--- src/rtl/seq_detect_param.sv ---
// Parametrised serial pattern detector with runtime-loadable pattern, overlap select,
// valid qualification and a match counter built only when SEQDET_MATCH_CNT_EN is defined.
module seq_detect_param #(
  parameter int             PAT_W       = 4,
  parameter logic [PAT_W-1:0] DEFAULT_PAT = 4'b1011,
  parameter int             CNT_W       = 8
) (
  input  logic             clk,
  input  logic             rst,
  input  logic             ip,
  input  logic             ip_vld,
  input  logic             ovl_mode,
  input  logic             pat_ld,
  input  logic [PAT_W-1:0] pat_in,
  input  logic             cnt_clr,
  output logic             op,
  output logic [CNT_W-1:0] match_cnt,
  output logic             armed
);

  localparam int FW = $clog2(PAT_W + 1);
  localparam logic [FW-1:0] FULL = FW'(PAT_W);

  // FILL/ARMED is a view of the fill counter, not a separate register.
  typedef enum logic {
    FILL  = 1'b0,
    ARMED = 1'b1
  } state_t;

  state_t           state;
  logic [PAT_W-1:0] pat_reg, pat_next;
  logic [PAT_W-1:0] hist, hist_next, hist_shift;
  logic [FW-1:0]    fill, fill_next, fill_inc;
  logic             op_next;
  logic             match;

  always_ff @(posedge clk or negedge rst) begin
    if (!rst) begin
      pat_reg <= DEFAULT_PAT;
      hist    <= '0;
      fill    <= '0;
      op      <= 1'b0;
    end else begin
      pat_reg <= pat_next;
      hist    <= hist_next;
      fill    <= fill_next;
      op      <= op_next;
    end
  end

  always_comb begin
    hist_shift = {hist[PAT_W-2:0], ip};
    fill_inc   = (fill == FULL) ? fill : fill + 1'b1;
    match      = (fill_inc == FULL) && (hist_shift == pat_reg);

    pat_next  = pat_reg;
    hist_next = hist;
    fill_next = fill;
    op_next   = 1'b0;

    if (pat_ld) begin
      pat_next  = pat_in;
      hist_next = '0;
      fill_next = '0;
    end else if (ip_vld) begin
      hist_next = hist_shift;
      op_next   = match;
      // Non-overlapping mode restarts the fill so the matched bits cannot be reused.
      fill_next = (match && !ovl_mode) ? '0 : fill_inc;
    end

    state = (fill == FULL) ? ARMED : FILL;
    armed = (state == ARMED);
  end

`ifdef SEQDET_MATCH_CNT_EN
  logic [CNT_W-1:0] cnt;

  // Clear wins over a simultaneous match; the count sticks at all-ones.
  always_ff @(posedge clk or negedge rst) begin
    if (!rst) begin
      cnt <= '0;
    end else if (cnt_clr) begin
      cnt <= '0;
    end else if (op_next && (cnt != '1)) begin
      cnt <= cnt + 1'b1;
    end
  end

  assign match_cnt = cnt;
`else
  logic unused_cnt_clr;

  assign unused_cnt_clr = cnt_clr;
  assign match_cnt      = '0;
`endif

endmodule

--- config.mk ---
export PLATFORM = sky130hd
export DESIGN_NAME = seq_detect_param
export DESIGN_NICKNAME = d
export VERILOG_FILES = /design/src/rtl/seq_detect_param.sv
export SDC_FILE = /design/constraint.sdc
export NUM_CORES = 1
export LEC_CHECK = 0
export ABC_AREA = 1
export CORE_UTILIZATION = 39
export CTS_CLUSTER_DIAMETER = 200
export DETAILED_ROUTE_END_ITERATION = 8
export PLACE_DENSITY = 0.69
export SYNTH_ARGS = -nofsm -noshare
export SYNTH_HDL_FRONTEND = slang
export SYNTH_SLANG_ARGS = --single-unit
--- constraint.sdc ---
create_clock -name clk -period 1.44 [get_ports clk]
set_clock_uncertainty 0.2 [all_clocks]
set_input_delay 0.144 -clock clk [delete_from_list [all_inputs] [get_ports clk]]
set_output_delay 0.144 -clock clk [all_outputs]
set_load 0.03 [all_outputs]
==> results.toml <==
[setup_path]
crit_path_start_kind = "register"
worst_setup_path_end_kind = "output port"
crit_path_max_fanout = 3
critical_path_arrival_ps = 1220
crit_path_kind = "register to output port"
worstPathRequired_ps = 1100

[worst_hold_path]
worstHoldPathType = "input port to register"

[grt]
grt_use_total_pct = 14.8
grt.met3_usage_pct = 2.55
met1_usage_pct = 16.1
grt_pass1_vias = 500
grt_first_pass_wirelength_um = 1980
initial_antenna_violation_count = 0
global_route.overflow_total = 0
grt_start_max_net_pins = 12
busiest_layer = "met2"
gr-usage-met2_pct = 27.0

[drt]
drt-vias-per-instance = 4.45
wl_um = 1170
drt_pass1_iterations = 3
drt_iter0_markers = 5
remaining_drc_errors = 0
route.detailed.wl_per_inst_um = 10.2
drtAntennaViolNets = 0
vias = 512

[layout]
nNetsFinal = 113
flow.area_growth_from_synthesis_pct = 35.0
number_of_filler_instances_in_the_final_layout = 153
antenna-diode-count = 0
share_of_post_route_cells_with_drive_strength_above_1_pct = 34.3
register_area_um2 = 279
largest_register_ffs = 4
area_occupied_by_multi_input_gates_um2 = 319

[run_status]
status = "complete, but fails checks"
failed_checks = "negative setup slack"

[timing]
report.final.setup_viol = 2
timing_max_transition_violations_final = 0
fmax_mhz = 640
report.final.hold_viol_count = 0
totalNegativeSetupSlack_ps = -148
rsz0062_at_grt = "true"
timing.final.crit_period_ps = 1560
fin_crit_sh_pct = 109
post-route-worst-setup-slack_ps = -123

[synthesis]
yosys.cell_types.count = 19
seq_area_frac_synth_pct = 42.9
synth.yosys.warnings = 0
mappedNetlistArea_um2 = 651
synth.ff_latch_count = 11
syn_inst = 77
synth.avg_cell_area_um2 = 8.45

[place]
final_estimated_routing_congestion_in_global_placement = 0.756
port_buffers = 11
place_hpwl_um = 883

[floorplan]
initial_utilization_pct = 42.7
die-width_um = 42.8
die_h_um = 42.8
die_area_mm2 = 0.00184
core_area_mm2 = 0.00152
std_cell_rows = 14
floorplan.io_pins = 21

[clocking]
clock_path_buffers = 2
clock_transition_at_the_registers_of_the_reported_paths_ps = 70
h-tree-depth = 1
tritoncts = "yes"
tritoncts.num_buffers = 3
clockRootBuffer = "sky130_fd_sc_hd__clkbuf_4"
clkSinkCount = 11
clock_insertion_delay_worst_skew_ps = 270

[power_and_ir_drop]
power.ir.vdd_worst_v = 0.000646
cellPowerDensity_mw_per_mm2 = 850
leakagePower_uw = 0.000429
total_power_uw = 747

[job]
max-cap-violations = 0
[synth_stat cells, drive strengths merged]
cell   count  area, um2
o21ai      5       25.0
dfstp      3       78.8
nor2       7       38.8
nand3      3       20.0
mux2       3       33.8
inv       13       48.8
nand2     18       72.6
xnor2      3       26.3
ha         2       25.0
buf        9       65.1
conb       1       3.75
dfrtp      8        200
o22ai      2       12.5
[report_power, final]
| group | leakage [uW] | switching [uW] | internal [uW] |
|---|---|---|---|
| logic | 0.000272 | 98.3 | 89.3 |
| registers | 0.000139 | 14.7 | 335 |
| clock network | 0.0000177 | 107 | 103 |
| total | 0.000429 | 220 | 527 |
[layout by cell type, fill, tap and decap left out, drive strengths merged]
| master | Yosys | routed |
|---|---|---|
| nand2 | 18 | 18 |
| inv | 13 | 13 |
| clkdlybuf4s50 | 0 | 9 |
| buf | 9 | 9 |
| conb | 1 | 8 |
| dfrtp | 8 | 8 |
| nor2 | 7 | 7 |
| o21ai | 5 | 5 |
| xnor2 | 3 | 3 |
| mux2 | 3 | 3 |
| clkbuf | 0 | 3 |
| dfstp | 3 | 3 |
| nand3 | 3 | 3 |
| o22ai | 2 | 2 |
| ha | 2 | 2 |
| clkinv | 0 | 1 |
| dlygate4sd3 | 0 | 1 |
| dlygate4sd2 | 0 | 1 |
[worst max-delay path, cell delays in order, from the launching register on]
cell                      delay (ps)
sky130_fd_sc_hd__dfrtp_1         400
sky130_fd_sc_hd__inv_2            80
sky130_fd_sc_hd__ha_4            150
sky130_fd_sc_hd__nand2_4          50
sky130_fd_sc_hd__buf_6           110
sky130_fd_sc_hd__inv_2            40
sky130_fd_sc_hd__buf_6           110
[logic make-up after synthesis]
kind of cell    after synthesis  share of synthesized area (%)
buf+inv                      22                           17.5
flops                        11                           42.9
fa+ha+maj                     2                           3.85
mux                           3                           5.19
simple gates                 28                           20.2
compound gates                7                           5.77
other cells                   1                          0.576
xor+xnor                      3                           4.04
[final cells by class]
cell class | count | area share [%]
clock buffer | 3 | 2.56
clock inverter | 1 | 0.570
inverter | 13 | 5.56
multi-input combinational | 51 | 36.3
sequential | 11 | 31.8
tap | 16 | 2.28
timing repair buffer | 20 | 20.9
[stage by stage]
stage	instance area [um2]	worst slack [ps]	hold slack [ps]	cells	utilization [%]
detailed placement	785	-86.7	248	108	51.5
CTS	878	-120	235	115	57.6
finish	878	-123	231	115	57.6
global route	878	-195	260	115	57.6
global placement	785	-41.0	251	108	51.5
floorplan	677	8.83	-352	84	-
[path summary, 6_finish.rpt]
check                                         start                     end  slack (ps)  cells past startpoint
worst max-delay path            fill[1]$_DFFE_PN0P_                   armed        -120                      6
worst min register to register  hist[2]$_DFFE_PN0P_     hist[2]$_DFFE_PN0P_         330                      2
max in group asynchronous                       rst  pat_reg[0]$_DFFE_PN1P_         290                      3
min in group asynchronous                       rst     hist[2]$_DFFE_PN0P_         530                      3
worst max register to register  fill[0]$_DFFE_PN0P_     fill[2]$_DFFE_PN0P_         -30                      8
worst min-delay path                      pat_in[2]  pat_reg[2]$_DFFE_PN0P_         230                      3
[metal layers]
layer / part of all wire, % / vias to the layer above
li1: - / 262
met1: 42 / 231
met2: 53 / 15
met3: 3.3 / 4
met4: 2.1 / 0
met5: 0 / -
[what timing repair did]
item,CTS,global route
buffers inserted,2,0
endpoints found under the hold margin,8,0
setup endpoints to repair,4,3
gates resized for setup,12,1
pin swaps,3,0
hold buffers,1,0
Power figures use the tool's default switching activity.
